### src/rtl/chacha_pkg.sv
// Shared definitions for the ChaCha block sequencer.
// Holds the sigma constants, FSM state encoding, default round count and
// word/byte widths used by the sequencer, its interface and the serializer.
package chacha_pkg;

   localparam int WORD_W         = 32;
   localparam int BYTE_W         = 8;
   localparam int DEFAULT_ROUNDS = 20;

   typedef enum logic [2:0] {
      IDLE    = 3'd0,
      LOAD    = 3'd1,
      ROUND   = 3'd2,
      CAPTURE = 3'd3,
      EMIT    = 3'd4,
      NEXT    = 3'd5
   } state_t;

   // "expand 32-byte k" as four little-endian words (state words 0..3).
   function automatic logic [WORD_W-1:0] sigma_word(input logic [1:0] idx);
      case (idx)
         2'd0:    return 32'h61707865;
         2'd1:    return 32'h3320646e;
         2'd2:    return 32'h79622d32;
         default: return 32'h6b206574;
      endcase
   endfunction

endpackage

### src/rtl/chacha_sequencer_if.sv
// Bundle of the sequencer's host-side and core-side signals.
//   host config : cfg_we, cfg_addr, cfg_data
//   run control : start, n_blocks, busy
//   keystream   : ks_data, ks_valid, ks_ready, ks_last
//   core port   : core_data_in, core_addr, core_write_n, core_round_n, core_data_out
// master = environment (host + core), slave = chacha_sequencer.
interface chacha_sequencer_if;

   logic                               cfg_we;
   logic [3:0]                         cfg_addr;
   logic [chacha_pkg::WORD_W-1:0]      cfg_data;
   logic                               start;
   logic [7:0]                         n_blocks;
   logic                               busy;
   logic [chacha_pkg::BYTE_W-1:0]      ks_data;
   logic                               ks_valid;
   logic                               ks_ready;
   logic                               ks_last;
   logic [chacha_pkg::WORD_W-1:0]      core_data_in;
   logic [3:0]                         core_addr;
   logic                               core_write_n;
   logic                               core_round_n;
   logic [chacha_pkg::WORD_W-1:0]      core_data_out;

   modport master (
      output cfg_we, cfg_addr, cfg_data, start, n_blocks, ks_ready, core_data_out,
      input  busy, ks_data, ks_valid, ks_last, core_data_in, core_addr,
             core_write_n, core_round_n
   );

   modport slave (
      input  cfg_we, cfg_addr, cfg_data, start, n_blocks, ks_ready, core_data_out,
      output busy, ks_data, ks_valid, ks_last, core_data_in, core_addr,
             core_write_n, core_round_n
   );

endinterface

### src/rtl/chacha_ks_serializer.sv
// Splits one 32-bit keystream word into four bytes, LSB first, under a
// valid/ready handshake.
//   load/word_in/last_in : capture a new word (last_in marks word 15)
//   ks_data/ks_valid/ks_last : registered byte stream
//   ks_ready  : consumer accept
//   word_done : pulse when byte 3 of the current word is accepted
module chacha_ks_serializer
   import chacha_pkg::*;
(
   input  logic              clk,
   input  logic              rst_n,
   input  logic              load,
   input  logic [WORD_W-1:0] word_in,
   input  logic              last_in,
   input  logic              ks_ready,
   output logic [BYTE_W-1:0] ks_data,
   output logic              ks_valid,
   output logic              ks_last,
   output logic              word_done
);

   logic [WORD_W-1:0] shift_q;
   logic [1:0]        idx_q;
   logic              last_word_q;
   logic              valid_q;
   logic              last_q;

   // Shifting right keeps the current byte in the low bits, so ks_data is a
   // flop output and reads zero once the word is drained.
   always_ff @(posedge clk) begin
      if (!rst_n) begin
         shift_q     <= '0;
         idx_q       <= 2'd0;
         last_word_q <= 1'b0;
         valid_q     <= 1'b0;
         last_q      <= 1'b0;
      end else if (load) begin
         shift_q     <= word_in;
         idx_q       <= 2'd0;
         last_word_q <= last_in;
         valid_q     <= 1'b1;
         last_q      <= 1'b0;
      end else if (valid_q && ks_ready) begin
         shift_q <= shift_q >> BYTE_W;
         idx_q   <= idx_q + 2'd1;
         last_q  <= last_word_q && (idx_q == 2'd2);
         if (idx_q == 2'd3) valid_q <= 1'b0;
      end
   end

   assign ks_data   = shift_q[BYTE_W-1:0];
   assign ks_valid  = valid_q;
   assign ks_last   = last_q;
   assign word_done = valid_q && ks_ready && (idx_q == 2'd3);

endmodule

### src/rtl/chacha_sequencer.sv
// Drives a word-addressed ChaCha core through whole keystream blocks:
// load 16 init words, strobe ROUNDS rounds, read each word back, add the
// init word (feed-forward) and stream the result as bytes.
//   clk, rst_n : clock, synchronous active-low reset
//   bus        : host config/run/keystream signals and the core port
module chacha_sequencer
   import chacha_pkg::*;
#(
   parameter int ROUNDS = DEFAULT_ROUNDS
) (
   input  logic             clk,
   input  logic             rst_n,
   chacha_sequencer_if.slave bus
);

   if (ROUNDS < 2 || (ROUNDS % 2) != 0) begin : g_bad_rounds
      $error("ROUNDS must be even and at least 2");
   end

   localparam int CNT_W = $clog2((ROUNDS > 16) ? ROUNDS : 16);

   state_t            state_q, state_d;
   logic [CNT_W-1:0]  cnt_q, cnt_d;
   logic [3:0]        word_idx_q, word_idx_d;
   logic [8:0]        remaining_q, remaining_d;
   logic              busy_q, busy_d;
   logic              write_n_q, write_n_d;
   logic              round_n_q, round_n_d;
   logic [3:0]        addr_q, addr_d;
   logic [WORD_W-1:0] data_in_q, data_in_d;
   logic              cap_load, ctr_inc, word_done;

   logic [WORD_W-1:0] key_q  [4:15];
   logic [WORD_W-1:0] init_w [16];

   always_comb begin
      for (int i = 0; i < 4; i++)  init_w[i] = sigma_word(2'(i));
      for (int i = 4; i < 16; i++) init_w[i] = key_q[i];
   end

   // Host writes only land while idle; the counter word advances once per
   // block so consecutive blocks use consecutive counters.
   always_ff @(posedge clk) begin
      if (!rst_n) begin
         for (int i = 4; i < 16; i++) key_q[i] <= '0;
      end else if (state_q == IDLE && bus.cfg_we && bus.cfg_addr >= 4'd4) begin
         key_q[bus.cfg_addr] <= bus.cfg_data;
      end else if (ctr_inc) begin
         key_q[12] <= key_q[12] + 32'd1;
      end
   end

   always_ff @(posedge clk) begin
      if (!rst_n) begin
         state_q     <= IDLE;
         cnt_q       <= '0;
         word_idx_q  <= 4'd0;
         remaining_q <= 9'd0;
         busy_q      <= 1'b0;
         write_n_q   <= 1'b1;
         round_n_q   <= 1'b1;
         addr_q      <= 4'd0;
         data_in_q   <= '0;
      end else begin
         state_q     <= state_d;
         cnt_q       <= cnt_d;
         word_idx_q  <= word_idx_d;
         remaining_q <= remaining_d;
         busy_q      <= busy_d;
         write_n_q   <= write_n_d;
         round_n_q   <= round_n_d;
         addr_q      <= addr_d;
         data_in_q   <= data_in_d;
      end
   end

   always_comb begin
      state_d     = state_q;
      cnt_d       = cnt_q;
      word_idx_d  = word_idx_q;
      remaining_d = remaining_q;
      cap_load    = 1'b0;
      ctr_inc     = 1'b0;
      case (state_q)
         IDLE: if (bus.start) begin
            state_d     = LOAD;
            cnt_d       = '0;
            // n_blocks == 0 encodes 256 blocks
            remaining_d = {bus.n_blocks == 8'd0, bus.n_blocks};
         end
         LOAD: if (cnt_q == CNT_W'(15)) begin
            state_d = ROUND;
            cnt_d   = '0;
         end else begin
            cnt_d = cnt_q + CNT_W'(1);
         end
         ROUND: if (cnt_q == CNT_W'(ROUNDS - 1)) begin
            state_d    = CAPTURE;
            cnt_d      = '0;
            word_idx_d = 4'd0;
         end else begin
            cnt_d = cnt_q + CNT_W'(1);
         end
         CAPTURE: begin
            cap_load = 1'b1;
            state_d  = EMIT;
         end
         EMIT: if (word_done) begin
            if (word_idx_q == 4'd15) begin
               state_d = NEXT;
            end else begin
               state_d    = CAPTURE;
               word_idx_d = word_idx_q + 4'd1;
            end
         end
         NEXT: begin
            ctr_inc     = 1'b1;
            remaining_d = remaining_q - 9'd1;
            cnt_d       = '0;
            state_d     = (remaining_q == 9'd1) ? IDLE : LOAD;
         end
         default: state_d = IDLE;
      endcase

      // Core strobes are registered from the next state so each strobe is
      // presented for exactly the cycle whose closing edge performs it.
      busy_d    = (state_d != IDLE);
      write_n_d = (state_d != LOAD);
      round_n_d = (state_d != ROUND);
      addr_d    = (state_d == LOAD)    ? cnt_d[3:0] :
                  (state_d == CAPTURE) ? word_idx_d : 4'd0;
      data_in_d = (state_d == LOAD) ? init_w[cnt_d[3:0]] : '0;
   end

   logic [BYTE_W-1:0] ks_data_w;
   logic              ks_valid_w, ks_last_w;

   chacha_ks_serializer u_ser (
      .clk       (clk),
      .rst_n     (rst_n),
      .load      (cap_load),
      .word_in   (bus.core_data_out + init_w[word_idx_q]),
      .last_in   (word_idx_q == 4'd15),
      .ks_ready  (bus.ks_ready),
      .ks_data   (ks_data_w),
      .ks_valid  (ks_valid_w),
      .ks_last   (ks_last_w),
      .word_done (word_done)
   );

   assign bus.busy         = busy_q;
   assign bus.ks_data      = ks_data_w;
   assign bus.ks_valid     = ks_valid_w;
   assign bus.ks_last      = ks_last_w;
   assign bus.core_data_in = data_in_q;
   assign bus.core_addr    = addr_q;
   assign bus.core_write_n = write_n_q;
   assign bus.core_round_n = round_n_q;

endmodule

### src/flat_wrapper.sv
// flat-port wrapper written by rule: the top's interface ports become plain ports
module chacha_sequencer_flat import chacha_pkg::*;
#(
   parameter int ROUNDS = DEFAULT_ROUNDS
)
  (clk, rst_n, bus_cfg_we, bus_cfg_addr, bus_cfg_data, bus_start, bus_n_blocks, bus_ks_ready, bus_core_data_out, bus_busy, bus_ks_data, bus_ks_valid, bus_ks_last, bus_core_data_in, bus_core_addr, bus_core_write_n, bus_core_round_n);
  chacha_sequencer_if bus_i ();
  input  logic clk;
  input  logic rst_n;
  input wire logic [$bits(bus_i.cfg_we)-1:0] bus_cfg_we;
  input wire logic [$bits(bus_i.cfg_addr)-1:0] bus_cfg_addr;
  input wire logic [$bits(bus_i.cfg_data)-1:0] bus_cfg_data;
  input wire logic [$bits(bus_i.start)-1:0] bus_start;
  input wire logic [$bits(bus_i.n_blocks)-1:0] bus_n_blocks;
  input wire logic [$bits(bus_i.ks_ready)-1:0] bus_ks_ready;
  input wire logic [$bits(bus_i.core_data_out)-1:0] bus_core_data_out;
  output wire logic [$bits(bus_i.busy)-1:0] bus_busy;
  output wire logic [$bits(bus_i.ks_data)-1:0] bus_ks_data;
  output wire logic [$bits(bus_i.ks_valid)-1:0] bus_ks_valid;
  output wire logic [$bits(bus_i.ks_last)-1:0] bus_ks_last;
  output wire logic [$bits(bus_i.core_data_in)-1:0] bus_core_data_in;
  output wire logic [$bits(bus_i.core_addr)-1:0] bus_core_addr;
  output wire logic [$bits(bus_i.core_write_n)-1:0] bus_core_write_n;
  output wire logic [$bits(bus_i.core_round_n)-1:0] bus_core_round_n;
  assign bus_i.cfg_we = bus_cfg_we;
  assign bus_i.cfg_addr = bus_cfg_addr;
  assign bus_i.cfg_data = bus_cfg_data;
  assign bus_i.start = bus_start;
  assign bus_i.n_blocks = bus_n_blocks;
  assign bus_i.ks_ready = bus_ks_ready;
  assign bus_i.core_data_out = bus_core_data_out;
  assign bus_busy = bus_i.busy;
  assign bus_ks_data = bus_i.ks_data;
  assign bus_ks_valid = bus_i.ks_valid;
  assign bus_ks_last = bus_i.ks_last;
  assign bus_core_data_in = bus_i.core_data_in;
  assign bus_core_addr = bus_i.core_addr;
  assign bus_core_write_n = bus_i.core_write_n;
  assign bus_core_round_n = bus_i.core_round_n;
  chacha_sequencer #(.ROUNDS(ROUNDS)) u_core (.clk(clk), .rst_n(rst_n), .bus(bus_i));
endmodule
### config.mk
export PLATFORM = sky130hd
export DESIGN_NAME = chacha_sequencer_flat
export DESIGN_NICKNAME = d
export VERILOG_FILES = /design/src/rtl/chacha_pkg.sv /design/src/rtl/chacha_sequencer_if.sv /design/src/rtl/chacha_ks_serializer.sv /design/src/rtl/chacha_sequencer.sv /design/src/flat_wrapper.sv
export SDC_FILE = /design/constraint.sdc
export NUM_CORES = 1
export LEC_CHECK = 0
export BUFFER_PORTS_ARGS = -buffer_cell sky130_fd_sc_hd__buf_2
export CAP_MARGIN = 20
export CORE_ASPECT_RATIO = 1.75
export CORE_MARGIN = 3
export CORE_UTILIZATION = 53
export CTS_CLUSTER_SIZE = 25
export DETAILED_ROUTE_END_ITERATION = 7
export PLACE_DENSITY_LB_ADDON = 0.12
export SLEW_MARGIN = 25
export SYNTH_ARGS = -nofsm -noshare
export SYNTH_HDL_FRONTEND = slang
export SYNTH_HIERARCHICAL = 1
export SYNTH_SLANG_ARGS = --single-unit
export TNS_END_PERCENT = 100
### constraint.sdc
create_clock -name clk -period 11.4 [get_ports clk]
set_clock_uncertainty 0.05 [all_clocks]
set_input_delay 0.57 -clock clk [delete_from_list [all_inputs] [get_ports clk]]
set_output_delay 0.57 -clock clk [all_outputs]
set_load 0.05 [all_outputs]
# Yosys cells after proc, flatten, opt, wreduce, memory -nomap -nowiden
# Memory sizes are Yosys's and may differ from the RTL's.
# Cells that the tools add are included.
word_totals:
  regBits: 97
  ramBits: 384
  inputBits: 81
  word_cells: 107
  mem_count: 1
op_classes:
  n_addsub: 6
  magnitude_cmp: 3
  n_eq_ne: 16
  mux: 44
  bitwise_logic: 4
  n_reduce_logical: 18
mem_list:
  columns: ["memory", "words", "word_bits", "read_ports", "rd_clocked_by_memory_dff", "write_ports", "line_no", "rtl"]
  rows:
  - ["u_core.key_q", 12, 32, 12, 0, 12, "chacha_sequencer.sv:33", "logic [WORD_W-1:0] key_q [4:15];"]
op_table:
  columns: ["cell", "count"]
  rows:
  - ["$bmux W32 S4", 2]
  - ["$mux W32", 8]
  - ["$add A32 B1 Y32 const B", 1]
  - ["$add A32 B32 Y32", 1]
  - ["$reduce_or A32 Y1", 1]
  - ["$mux W4", 6]
  - ["$pmux W5 S4", 1]
  - ["$pmux W3 S6", 1]
  - ["$pmux W9 S2", 1]
  - ["$mux W1", 15]
  - ["$mux W3", 5]
  - ["$mux W5", 3]
  - ["$ge A5 B5 Y1 const B", 2]
  - ["$not A4 Y5", 2]
  - ["$eq A3 B2 Y1 const B", 3]
  - ["$eq A9 B1 Y1 const B", 1]
  - ["$mux W9", 1]
  - ["$sub A9 B1 Y9 const B", 1]
  - ["$logic_not A8 Y1", 1]
  - ["$pmux W4 S2", 1]
  - ["$reduce_and A2 Y1", 4]
  - ["$eq A3 B1 Y1 const B", 2]
  - ["$eq A3 B3 Y1 const B", 2]
  - ["$reduce_bool A2 Y1", 3]
  - ["other kinds (18)", 23]

# Depth between registers and ports, before layout
logic_depth:
  depth_word: 8
  ltp_mapped: 20
  depth_no_buf: 16

# By module
# Netlist, hierarchy kept.
modules_own_cells:
  columns: ["mod", "n_inst", "cells_per_inst", "area_per_inst_um2"]
  rows:
  - ["chacha_sequencer", 1, 2369, 25468.2]
  - ["chacha_ks_serializer", 1, 173, 1609.0]

# Worst setup path after synthesis
# Ideal clock, no wire load.
synth_path:
  path_kind: "register to register"
  from: "reg u_core.word_idx_q[0]"
  to: "reg u_core.u_ser.shift_q[30]"
  setup_ps: 76
  t_arrival_ps: 4672
  t_required_ps: 11274
  setup_slack_ps: 6602
  path_stages_with_launch: 20
  path_buffers: 4
  synth_period_minus_slack_ps: 4798
  path_cell_list: "dfxtp_1 > clkbuf_1 > buf_2 > buf_2 > buf_1 > inv_1 > ha_1 > mux4_2 > ha_1 > fa_1 > a21o_1 > a31o_2 > a41oi_1 > o21ai_1 > o2bb2ai_1 > a211oi_2 > a21oi_1 > o221ai_1 > nand2_1 > a21boi_0"
synth_between:
  elab_chain_cells: 6
synth_lines:
  columns: ["item", "line_no", "rtl"]
  rows:
  - ["from (decl)", "chacha_sequencer.sv:24", "logic [3:0] word_idx_q, word_idx_d;"]
  - ["from (signal assigned)", "chacha_sequencer.sv:67", "word_idx_q <= word_idx_d;"]
  - ["$not A4 Y5 (not written as such)", "chacha_sequencer.sv:142", ".word_in (bus.core_data_out + init_w[word_idx_q]),"]
  - ["$bmux W32 S4", "chacha_sequencer.sv:142", null]
  - ["$mux W32 (not written as such) (2 in a row)", "chacha_sequencer.sv:142", null]
  - ["$add A32 B32 Y32", "chacha_sequencer.sv:142", null]
  - ["$mux W32", "chacha_ks_serializer.sv:37", "end else if (load) begin"]
  - ["to (signal assigned)", "chacha_ks_serializer.sv:38", "shift_q <= word_in;"]
  - ["to (signal assigned)", "chacha_ks_serializer.sv:44", "shift_q <= shift_q >> BYTE_W;"]
  - ["to (decl)", "chacha_ks_serializer.sv:22", "logic [WORD_W-1:0] shift_q;"]
# Every way passes these cells. The select of a mux whose other input is x is not followed.
# A chain may end at the register's enable or synchronous reset.

# Final worst setup path
layout_path:
  from: "reg u_core.word_idx_q[0]"
  to: "reg u_core.u_ser.shift_q[27]"
# The elaborated chain is that of the path after synthesis.

==> flow_metrics.env <==
export IMPL_start_util_pct=53.7
export IMPL_fp_coreArea_mm2=0.0505
export IMPL_rrSetupSlack_ns=5.73
export IMPL_postLayoutCoreUtil_pct=59.0
export IMPL_synth_area_per_cell_um2=10.7
export IMPL_mostFrequentLayoutCells="450 x nand2_1, 384 x edfxtp_1, 357 x and2_1, 140 x nand3_1, 132 x a21oi_1"
export IMPL_routed_wirelength_um=91200
export IMPL_synthCells=2542
export IMPL_drive_above_1_share_pct=16.1
export IMPL_port_buffers=129
export IMPL_cts_hold_buf=0
export IMPL_outcome="complete, no violations"
export IMPL_worstPathArrival_ns=6.11
export IMPL_synth_edf_count=384
export IMPL_cts_setup_buffers=0
export IMPL_max_slew_worst_pin_slew_ns=1.09
export IMPL_p_int_mw=3.03
export IMPL_p_switching_mw=0.996
export IMPL_cp_slowest_cell="dfxtp_4"
export IMPL_syn_area_mm2=0.0271
export IMPL_syn_to_final_growth_pct=9.96
export IMPL_grt_start_max_net_pins=149
export IMPL_seqPwrFrac_pct=49.5
export IMPL_crit_buf_inv=2
export IMPL_endpoint_kind="register"
export IMPL_timing_rr_end="u_core/u_ser/shift_q[27]"
export IMPL_ys_seq_area_share_pct=49.8
export IMPL_startpoint="u_core/word_idx_q[0]"
export IMPL_synth_compound_area_share_pct=9.15
export IMPL_fin_nets=2691
export IMPL_die_area_mm2=0.0539
export IMPL_fp_dieW_um=177
export IMPL_fin_setup_tns_ns=0
export IMPL_clk_pin_slew_ns=0.06
export IMPL_p_sw_share_pct=24.7
export IMPL_fmax_mhz=176
export IMPL_htreeDepth=2
export IMPL_cts_tree="built"
export IMPL_syn_nets=2676
export IMPL_path_depth=16
export IMPL_io_pins=130
export IMPL_yosysUniqueCellTypes=74
export IMPL_die_h_um=305
export IMPL_rows=109
export IMPL_hold_viol_final=0
export IMPL_vdd_drop_max_uv=116
export IMPL_synth_ff_type="edfxtp_1"
export IMPL_drtAntennaViolNets=0
export IMPL_path_max_fanout=38
export IMPL_place_hpwl_um=54300
export IMPL_mostFrequentLayoutCell="nand2_1"
export IMPL_crit_path_start_kind="register"
export IMPL_grt_pass1_vias=21400
export IMPL_cts_resized=0
export IMPL_synth_xor_area_share_pct=1.88
export IMPL_setup_slack_ns=5.73
export IMPL_synth_seq_cells=481
export IMPL_ys_warn_count=6
export IMPL_drv_cap=0
export IMPL_r2r_start="u_core/word_idx_q[0]"
export IMPL_path_cells="buf_4 > inv_1 > ha_1 > nor2_1 > a211oi_1 > a31oi_1 > ha_1 > o21a_1 > nor2_1 > a21oi_1 > a22oi_1 > o41ai_1 > o21ai_0 > a311oi_1 > nand2_1 > a21boi_0"
export IMPL_gp_congestion=0.914
export IMPL_power_density_mw_per_mm2=135
export IMPL_clock_sinks=481
export IMPL_grt_overflow=0
export IMPL_cp_endpoint="u_core/u_ser/shift_q[27]"
export IMPL_drcViolationCount=0
export IMPL_slew_violations=0
export IMPL_rsz0062_at_grt="false"
export IMPL_vias=21200
export IMPL_final_min_clock_period_ns=5.67
export IMPL_wire_per_inst_um=27.9
export IMPL_cp_required_ns=11.84
export IMPL_antenna_found_initial=5
export IMPL_slew_headroom_pct=27.2
export IMPL_clkLatencyLatePin_ns=0.57
export IMPL_worstSetupPathType="register to register"
export IMPL_cts_path_max_buffers=3
export IMPL_async_reset_ff_share_pct=0
export IMPL_critPathMaxStageDelay_ns=0.86
export IMPL_pwr_share_comb_pct=9.8
export IMPL_drtIter0Drc=2301
export IMPL_first_pass_iters=7
export IMPL_period_share_pct=49.7
export IMPL_setup_violations=0
export IMPL_yosys_area_share_simple_pct=21.0
export IMPL_ff2ff_path_depth=16
export IMPL_cts_made_buffers=47
export IMPL_routed_via_density=6.51
export IMPL_cp_top_family="compound AO/OA/AOI/OAI gates"
export IMPL_synth_area_mux_share_pct=11.8
export IMPL_grt_pass1_wl_um=134000
export IMPL_worstHoldPathType="input pin to register"
export IMPL_grt_usage_pct=33.5
export IMPL_post_place_ws_ns=5.79
export IMPL_p_clk_share_pct=40.7
export IMPL_cts_root_buf="clkbuf_16"
export IMPL_p_leak_nw=11.2
export IMPL_synthAdderAreaFrac_pct=2.48
export IMPL_synth_top_family_by_area="simple AND/OR/NAND/NOR gates"
[worst min-delay path by stage]
stage                             to  slack (ns)                     start  depth (start not counted)
5_1_grt        u_core/remaining_q[0]        0.25           bus_n_blocks[0]                          3
6_report       u_core/remaining_q[0]        0.23           bus_n_blocks[0]                          3
2_1_floorplan   u_core/u_ser/ks_last        0.42  u_core/u_ser/last_word_q                          2
3_5_place_dp    u_core/u_ser/ks_last        0.39      u_core/u_ser/ks_last                          2
3_3_place_gp    u_core/u_ser/ks_last        0.39      u_core/u_ser/ks_last                          2
4_1_cts        u_core/remaining_q[1]        0.21           bus_n_blocks[1]                          3
[flip-flops by register name (all words and copies together), names as in the netlist]
name,cells
u_core/u_ser/ks_valid,1
u_core/u_ser/idx_q,2
u_core/bus.core_round_n,1
u_core/bus.core_addr,4
u_core/bus.core_data_in,32
u_core/u_ser/last_word_q,1
u_core/bus.core_write_n,1
u_core/word_idx_q,4
u_core/key_q,384
u_core/state_q,3
u_core/u_ser/shift_q,32
u_core/u_ser/ks_last,1
u_core/bus.busy,1
u_core/remaining_q,9
u_core/cnt_q,5
[final cells by class]
cell class,instances,area (um2)
diodes,3,7.51
inverters,25,98.8
clock buffers,69,1380
fillers,4286,20700
multi-input cells,1824,12700
flip-flops and latches,481,13500
repair buffers,178,1030
well taps,666,833
clock inverters,18,230
[power groups by stage]
| stage | clock [mW] | sequential, mW | combinational (mW) |
|---|---|---|---|
| 5_1_grt | 1.73 | 2.00 | 0.421 |
| 4_1_cts | 1.66 | 2.00 | 0.391 |
| 2_1_floorplan | 0 | 2.05 | 0.240 |
| 6_report | 1.64 | 2.00 | 0.395 |
| 3_5_place_dp | 0 | 2.03 | 0.390 |
| 3_3_place_gp | 0 | 2.03 | 0.383 |
[per-layer routing]
layer / GRT usage (%) / share of wire, %
met1: 39.2 / 34
met2: 58.8 / 51
met3: 4.85 / 9.0
met4: 18.4 / 6.4
met5: 0 / 0.0077
[cells in the mapped netlist, drive strengths merged, types with 63 or more instances]
| cell type | count | area (um2) |
|---|---|---|
| nor2 | 72 | 270 |
| edfxtp | 384 | 11500 |
| mux2i | 63 | 631 |
| dfxtp | 97 | 1940 |
| nand3 | 140 | 701 |
| a21oi | 133 | 669 |
| nand2 | 451 | 1700 |
| and2 | 357 | 2230 |
| mux4 | 110 | 2480 |
| o21ai | 93 | 465 |
| buf | 93 | 531 |
| clkbuf | 119 | 448 |
[cells by family after synthesis]
logic type	after synthesis
simple gates	1138
flops	481
compound gates	395
buf+inv	237
mux	180
xor+xnor	58
fa+ha+maj	53
[metrics by stage]
stage | area (um2) | total power, mW | hold slack (ns) | instances
after detailed placement | 28200 | 2.42 | 0.395 | 3174
after global routing | 29800 | 4.15 | 0.251 | 3262
after global placement | 28200 | 2.41 | 0.390 | 3174
after floorplan | 27100 | 2.29 | 0.417 | 2542
final | 29800 | 4.03 | 0.227 | 3264
after CTS | 29800 | 4.04 | 0.211 | 3261
[tightest hold or removal path, cell delays in order]
cell and delay, ns:
buf_2 0.09, a221oi_1 0.07, nor2_1 0.08
(Power assumes the default switching activity.)
